[src/rtl/vga_lb_reader_pkg.sv]
// Shared definitions for the VGA line-buffer reader and its camera-side writer.
// Holds the reader FSM encoding, the RGB565 field positions and the default
// line geometry. Keeping the geometry here lets both ends of the line buffer
// agree on it.
package vga_lb_reader_pkg;

  typedef enum logic [1:0] {
    ST_IDLE   = 2'd0,
    ST_STREAM = 2'd1,
    ST_DRAIN  = 2'd2
  } lbRdState_t;

  // MSB position of each RGB565 field.
  localparam int unsigned R_MSB = 15;
  localparam int unsigned G_MSB = 10;
  localparam int unsigned B_MSB = 4;

  // Default line geometry.
  localparam int unsigned H_ACTIVE_DEF = 640;
  localparam int unsigned ADDR_W_DEF   = 10;

endpackage

[src/rtl/vga_lb_reader_rgb565_expand.sv]
// rgb565_expand: registered RGB565 -> 3 x 10-bit DAC expansion with 1-cycle latency.
// Ports:
//   CLK, RST_N : clock and asynchronous active-low reset
//   EN         : load PIX this cycle; the outputs hold when EN is low
//   PIX        : RGB565 input word
//   R, G, B    : expanded 10-bit channels
module rgb565_expand
  import vga_lb_reader_pkg::*;
(
  input  logic        CLK,
  input  logic        RST_N,
  input  logic        EN,
  input  logic [15:0] PIX,
  output logic [9:0]  R,
  output logic [9:0]  G,
  output logic [9:0]  B
);

  // Each channel replicates its own top bits into the low bits. Full scale
  // then maps to 10'h3FF and zero maps to 0. Green has a 6-bit field, so it
  // repeats only its top 4 bits to reach 10 bits.
  always_ff @(posedge CLK or negedge RST_N) begin
    if (!RST_N) begin
      R <= '0;
      G <= '0;
      B <= '0;
    end else if (EN) begin
      R <= {PIX[R_MSB -: 5], PIX[R_MSB -: 5]};
      G <= {PIX[G_MSB -: 6], PIX[G_MSB -: 4]};
      B <= {PIX[B_MSB -: 5], PIX[B_MSB -: 5]};
    end
  end

endmodule

[src/rtl/vga_lb_reader.sv]
// vga_lb_reader: read side of the ping-pong camera line buffer.
// It owns the bank select. The writer fills WR_BANK while this block streams
// the other bank. Each LINE_REQ streams H_ACTIVE RGB565 words, expands them
// to 10-bit channels, and marks each valid pixel with PIX_VALID.
// Ports:
//   CLK, RST_N            : clock and asynchronous active-low reset
//   LINE_REQ              : pulse that starts one line
//   BANK_SWAP             : pulse raised when the writer finishes a line
//   FRAME_RST             : pulse at the frame boundary
//   WR_BANK               : bank the writer targets
//   LB_RD_ADDR            : {rd_bank, word address}
//   LB_RD_N               : active-low read enable
//   LB_RD_DATA            : read data, RD_LAT cycles after the read
//   VGA_R/G/B, PIX_VALID  : expanded pixel and its strobe
//   BUSY                  : line in progress
//   REPEAT_CNT            : lines read since the last swap, saturates at 3
//   ERR_OVERLAP           : sticky, swap arrived during a line
//   ERR_REQ_DROP          : sticky, request arrived during a line
module vga_lb_reader
  import vga_lb_reader_pkg::*;
#(
  parameter int unsigned H_ACTIVE = H_ACTIVE_DEF,
  parameter int unsigned ADDR_W   = ADDR_W_DEF,
  parameter int unsigned RD_LAT   = 1
) (
  input  logic              CLK,
  input  logic              RST_N,
  input  logic              LINE_REQ,
  input  logic              BANK_SWAP,
  input  logic              FRAME_RST,
  output logic              WR_BANK,
  output logic [ADDR_W:0]   LB_RD_ADDR,
  output logic              LB_RD_N,
  input  logic [15:0]       LB_RD_DATA,
  output logic [9:0]        VGA_R,
  output logic [9:0]        VGA_G,
  output logic [9:0]        VGA_B,
  output logic              PIX_VALID,
  output logic              BUSY,
  output logic [1:0]        REPEAT_CNT,
  output logic              ERR_OVERLAP,
  output logic              ERR_REQ_DROP
);

  localparam logic [ADDR_W-1:0] LAST_ADDR  = ADDR_W'(H_ACTIVE - 1);
  localparam logic [1:0]        DRAIN_LAST = 2'(RD_LAT);

  lbRdState_t        state, stateNxt;
  logic [ADDR_W-1:0] addr, addrNxt;
  logic              rdBank, rdBankNxt;
  logic [1:0]        drainCnt, drainCntNxt;
  logic              lineDone;
  logic              reqDrop;
  logic [RD_LAT:0]   vldSr;

  always_ff @(posedge CLK or negedge RST_N) begin
    if (!RST_N) begin
      state    <= ST_IDLE;
      addr     <= '0;
      rdBank   <= 1'b0;
      drainCnt <= '0;
    end else begin
      state    <= stateNxt;
      addr     <= addrNxt;
      rdBank   <= rdBankNxt;
      drainCnt <= drainCntNxt;
    end
  end

  always_comb begin
    stateNxt    = state;
    addrNxt     = addr;
    rdBankNxt   = rdBank;
    drainCntNxt = drainCnt;
    lineDone    = 1'b0;
    case (state)
      ST_IDLE: begin
        if (LINE_REQ) begin
          stateNxt  = ST_STREAM;
          rdBankNxt = ~WR_BANK;
          addrNxt   = '0;
        end
      end
      ST_STREAM: begin
        if (addr == LAST_ADDR) begin
          stateNxt    = ST_DRAIN;
          addrNxt     = '0;
          drainCntNxt = '0;
        end else begin
          addrNxt = addr + ADDR_W'(1);
        end
      end
      ST_DRAIN: begin
        // Hold for RD_LAT+1 cycles so the last read reaches PIX_VALID.
        if (drainCnt == DRAIN_LAST) begin
          stateNxt = ST_IDLE;
          lineDone = 1'b1;
        end else begin
          drainCntNxt = drainCnt + 2'd1;
        end
      end
      default: stateNxt = ST_IDLE;
    endcase
  end

  assign BUSY       = (state != ST_IDLE);
  assign LB_RD_N    = (state != ST_STREAM);
  assign LB_RD_ADDR = {rdBank, addr};
  assign reqDrop    = LINE_REQ && BUSY;

  // Bank, repeat and error bookkeeping. FRAME_RST overrides everything, and
  // a swap overrides the end-of-line repeat increment.
  always_ff @(posedge CLK or negedge RST_N) begin
    if (!RST_N) begin
      WR_BANK      <= 1'b0;
      REPEAT_CNT   <= '0;
      ERR_OVERLAP  <= 1'b0;
      ERR_REQ_DROP <= 1'b0;
    end else if (FRAME_RST) begin
      WR_BANK      <= 1'b0;
      REPEAT_CNT   <= '0;
      ERR_OVERLAP  <= 1'b0;
      ERR_REQ_DROP <= 1'b0;
    end else begin
      if (BANK_SWAP) begin
        WR_BANK    <= ~WR_BANK;
        REPEAT_CNT <= '0;
        if (BUSY) ERR_OVERLAP <= 1'b1;
      end else if (lineDone && (REPEAT_CNT != 2'd3)) begin
        REPEAT_CNT <= REPEAT_CNT + 2'd1;
      end
      if (reqDrop) ERR_REQ_DROP <= 1'b1;
    end
  end

  // The read strobe is delayed along with the data. Tap RD_LAT-1 marks the
  // cycle the read data arrives. Tap RD_LAT lines up with the expander output.
  always_ff @(posedge CLK or negedge RST_N) begin
    if (!RST_N) vldSr <= '0;
    else        vldSr <= {vldSr[RD_LAT-1:0], ~LB_RD_N};
  end

  assign PIX_VALID = vldSr[RD_LAT];

  rgb565_expand uExpand (
    .CLK   (CLK),
    .RST_N (RST_N),
    .EN    (vldSr[RD_LAT-1]),
    .PIX   (LB_RD_DATA),
    .R     (VGA_R),
    .G     (VGA_G),
    .B     (VGA_B)
  );

endmodule

[config.mk]
export PLATFORM = sky130hd
export DESIGN_NAME = vga_lb_reader
export DESIGN_NICKNAME = d
export VERILOG_FILES = /design/src/rtl/vga_lb_reader_pkg.sv /design/src/rtl/vga_lb_reader_rgb565_expand.sv /design/src/rtl/vga_lb_reader.sv
export SDC_FILE = /design/constraint.sdc
export NUM_CORES = 1
export LEC_CHECK = 0
export ABC_AREA = 1
export CORE_UTILIZATION = 47
export CTS_CLUSTER_DIAMETER = 40
export DETAILED_ROUTE_END_ITERATION = 16
export GPL_ROUTABILITY_DRIVEN = 0
export PLACE_DENSITY = 0.93
export SYNTH_ARGS = -nofsm -noshare
export SYNTH_HDL_FRONTEND = slang
export SYNTH_HIERARCHICAL = 1
export SYNTH_SLANG_ARGS = --single-unit
[constraint.sdc]
create_clock -name CLK -period 3.5 [get_ports CLK]
set_input_delay 1.05 -clock CLK [delete_from_list [all_inputs] [get_ports CLK]]
set_output_delay 1.05 -clock CLK [all_outputs]
set_load 0.03 [all_outputs]
# Yosys cells after proc, flatten, opt, wreduce, memory -nomap -nowiden
# Cells that the tools add are included.
[totals] regBits=52 elab_cells=64 out_inout_bits=49
[op_classes] add_sub_neg=3 muxes=22 n_eq_ne=10 reduce_logical=15 bitwise=2
[op_table] cell="$mux 10" count=2
[op_table] cell="$pmux 10 s2" count=1
[op_table] cell="$mux 2" count=8
[op_table] cell="$reduce_bool 2->1" count=6
[op_table] cell="$add 10x1->10 const B" count=1
[op_table] cell="$eq 10x10->1 const B" count=1
[op_table] cell="$ne 2x2->1 const B" count=5
[op_table] cell="$mux 1" count=9
[op_table] cell="$pmux 2 s3" count=1
[op_table] cell="$reduce_and 2->1" count=3
[op_table] cell="$reduce_and 3->1" count=2
[op_table] cell="$add 2x1->2 const B" count=2
[op_table] cell="$eq 2x1->1 const B" count=2
[op_table] cell="$pmux 2 s2" count=1
[op_table] cell="$reduce_bool 3->1" count=1
[op_table] cell="$eq 2x2->1 const B" count=1
[op_table] cell="$logic_and 1x1->1" count=2
[op_table] cell="$logic_not 2->1" count=1
[op_table] cell="$ne 2x1->1 const B" count=1
[op_table] cell="$not 1->1" count=2

# Depth between registers and ports, before layout
[depth] ltp_word=7 depth_mapped=8 mapped_depth_nobuf=8

# Hierarchy
# The synthesis kept the hierarchy.
[modules_own_cells] mod="vga_lb_reader" cells_each=138 seq_area_each_um2=550.5 area_each_um2=1123.6 n_inst=1
[modules_own_cells] mod="rgb565_expand" cells_each=82 seq_area_each_um2=400.4 area_each_um2=749.5 n_inst=1

# Worst setup path after synthesis
# OpenSTA, ideal clock, no wires.
[synth_timing] path_type="register -> output" startpoint="register, netlist name uExpand/B[4]" endpoint="output port VGA_B[9]" t_required_ps=2450 setup_slack_ps=1713 t_arrival_ps=737 n_path_buf=1 stages_incl_launch_ff=2 path_cell_list="dfrtp_1 > buf_4"
[synth_lines] element="to (decl)" line="vga_lb_reader.sv:37" source="output logic [9:0] VGA_B,"

# Final worst setup path
[layout_timing] startpoint="register state[0]" endpoint="output port LB_RD_N"
[layout_between] elab_chain_len=1
[layout_rtl] element="from (decl)" line="vga_lb_reader.sv:48" source="lbRdState_t state, stateNxt;"
[layout_rtl] element="from (signal assigned)" line="vga_lb_reader.sv:63" source="state <= stateNxt;"
[layout_rtl] element="$ne 2x1->1" line="vga_lb_reader.sv:107" source="assign LB_RD_N = (state != ST_STREAM);"
[layout_rtl] element="to (decl)" line="vga_lb_reader.sv:33" source="output logic LB_RD_N,"
# Every way passes these cells.

==> summary.txt <==
Status
  • Status: finished clean

Global route
  • Antenna violations before repair: 0
  • Total GRT Usage: 20.7%
  • Gr ovfl total: 0
  • Largest net degree at the start of global routing: 39
  • Vias in the first global route: 1542
  • First-pass GRT wire length: 6620 um

Power and ir drop
  • Pwr Density: 347 mW/mm2
  • Sequential group share of total power: 51.9%
  • Tot Pwr: 888 uW
  • VDD IR-drop max: 0.248 mV
  • Clock network power share: 33.6%
  • P_int: 669 uW
  • Net Sw Frac: 24.7%
  • Pleak: 0.00118 uW
  • Comb pwr share: 14.5%
  • Psw: 219 uW

Setup path
  • CP Class: flop to output pin
  • Data required, critical path: 2450 ps
  • CP endpoint kind: output pin
  • Worst Path Arrival: 1530 ps
  • Crit-path max FO: 5
  • Worst setup SP type: flop

Yosys
  • Synthesized cell area: 0.00187 mm2
  • Main combinational cell family by area after synthesis: simple AND/OR/NAND/NOR gates
  • XOR/XNOR Fraction of Synth Area: 1.87%
  • Post-synth cell types: 26
  • Post-Synth Adder-Cell Area: 2.00%
  • Yosys warnings: 6
  • Post-synthesis sequential area ratio: 50.8%
  • Mux share of post-synthesis cell area: 0%
  • Mean area per synthesized cell: 8.51 um2
  • Post-synthesis simple-gate area fraction: 28.7%
  • Post-synthesis compound-gate area fraction: 4.14%
  • Synthesis-stage register bit count: 38
  • Syn Inst Count: 220
  • Syn Nets: 244

Clock network
  • Root Buffer: clkbuf_8
  • Worst-path clk slew: 70 ps
  • Htree depth: 2
  • TritonCTS clock tree: built
  • Clk buf depth: 2
  • Postcts setup bufs: 0
  • Sink Count: 38
  • Post-CTS Hold Buffers: 0
  • Post-CTS Resized: 0
  • CTS Buf Count: 5
  • Later-pin clock latency in the skew report: 280 ps

STA
  • Setup TNS Final: 0 ps
  • Worst setup slack after layout: 921 ps
  • Hold WS: 479 ps
  • Min cycle time layout: 2580 ps
  • Final period util: 73.7%
  • Max_slew headroom: 45.1%
  • Clock Skews: 3.49 ps
  • Max Clock Freq: 388 MHz
  • Final hold viol count: 0
  • Slew Limit Fails: 0
  • Final-report setup violation count: 0
  • RSZ-0062 raised after global routing: false
  • Worst-margin pin slew: 824 ps

Finish
  • # diodes: 0
  • Fill count: 311
  • Area delta synth->final: 36.5%
  • Nets: 302
  • Share of cells above drive strength 1: 8.60%

Routing
  • Drt initial violations: 75
  • Pre-antenna DRT Iters: 4
  • Remaining DRCs: 0
  • Routed wire length: 3910 um
  • DR vias: 1592
  • Avg WL per Cell: 12.0 um
  • DR vias/cell: 4.87
  • Routed Antenna Nets: 0

Job
  • Total of max-cap violations: 0

Die
  • Die H: 65.1 um
  • Core area: 0.00374 mm2
  • Chip width: 65.1 um
  • Initial Util: 50.0%
  • Die ar.: 0.00424 mm2
  • Row count: 22
  • I/O pins: 70

Placement
  • Worst slack, placed: 1210 ps
  • PortBufs: 69
  • HPWL after DPL: 2940 um

Hold path
  • Worst min path class: flop to flop
## synthesized netlist by cell type, drive strengths merged
master	count	area share, %
nand3	9	3.3
nand4	3	1.0
o21bai	1	0.40
ha	3	2.0
a21oi	5	1.3
xor2	2	0.94
o21ai	9	2.4
xnor2	2	0.94
buf	19	8.6
clkinv	2	0.47
nand2	93	20
dfrtp	38	51
inv	16	3.5
nor2	18	4.1
## sequential cells by signal, summed over array words and instances, names as in the netlist
signal	count
drainCnt	2
uExpand/B	5
WR_BANK	1
addr	10
rdBank	1
uExpand/G	6
vldSr	2
ERR_OVERLAP	1
REPEAT_CNT	2
uExpand/R	5
ERR_REQ_DROP	1
state	2
## layout by cell type (no fill, tap or decap), types with 2 or more instances in the layout
cell type        synthesis  final
nand2_2                  6      6
nor2_1                  16     16
inv_1                   14     14
ha_1                     3      3
xor2_1                   2      2
clkdlybuf4s50_1          0     68
nand4_1                  3      3
nand2_4                  2      2
nand3_1                  7      7
dfrtp_1                 38     38
a21oi_1                  5      5
o21ai_0                  9      9
xnor2_1                  2      2
clkbuf_8                 0      6
nand2_1                 85     85
clkinv_2                 1      2
## area by class of cell
type | instances | area (um2) | area share [%]
Timing Repair Buffer | 70 | 693 | 27.1
Inverter | 18 | 73.8 | 2.89
Clock inverter | 1 | 5.00 | 0.196
Sequential cell | 38 | 951 | 37.2
Multi-Input combinational cell | 145 | 688 | 26.9
Tap cell | 48 | 60.1 | 2.35
Clock buffer | 7 | 86.3 | 3.38
## path summary, 6_finish.rpt
kind	startpoint	to	slack [ps]	depth (start not counted)
worst max-delay path	state[0]	LB_RD_N	920	2
worst min-delay path	drainCnt[1]	drainCnt[1]	480	2
worst max register to register	addr[0]	drainCnt[1]	2090	8
worst min register to register	drainCnt[1]	drainCnt[1]	480	2
max in group asynchronous	RST_N	uExpand/R[7]	2120	1
min in group asynchronous	RST_N	uExpand/R[4]	860	1
## through the flow
step	cell area (um2)	utilization, %	cells
floorplan	1870	-	220
global placement	2470	65.9	319
detailed placement	2470	65.9	319
CTS	2560	68.3	327
global route	2560	68.3	327
finish	2560	68.3	327
## power groups by stage
stage               Combinational (uW)  Sequential, uW  Clock (uW)
floorplan                         41.0             493           0
global placement                   127             468           0
detailed placement                 129             469           0
CTS                                130             461         310
global route                       137             462         327
finish                             128             461         299
## cell families (layout without fill, tap and decap cells)
kind of cell | after synthesis | count (layout)
AOI/OAI and AO/OA | 15 | 15
xor gates and xnor gates | 4 | 4
buffers and inverters | 37 | 96
and+or+nand+nor | 123 | 123
DFF | 38 | 38
adders and majority gates | 3 | 3
## critical path: stages (launching register included)
cell and delay [ps]:
dfrtp_1 400, nand2_1 150, clkdlybuf4s50_1 690
## layer usage
layer / routed length (um) / vias up / GRT usage, %
li1: - / 782 / -
met1: 1640 / 742 / 23.3
met2: 1900 / 64 / 36.8
met3: 334 / 4 / 6.25
met4: 39 / 0 / 7.34
met5: 0 / - / 0
No activity file was read; power rests on OpenSTA's default activity.
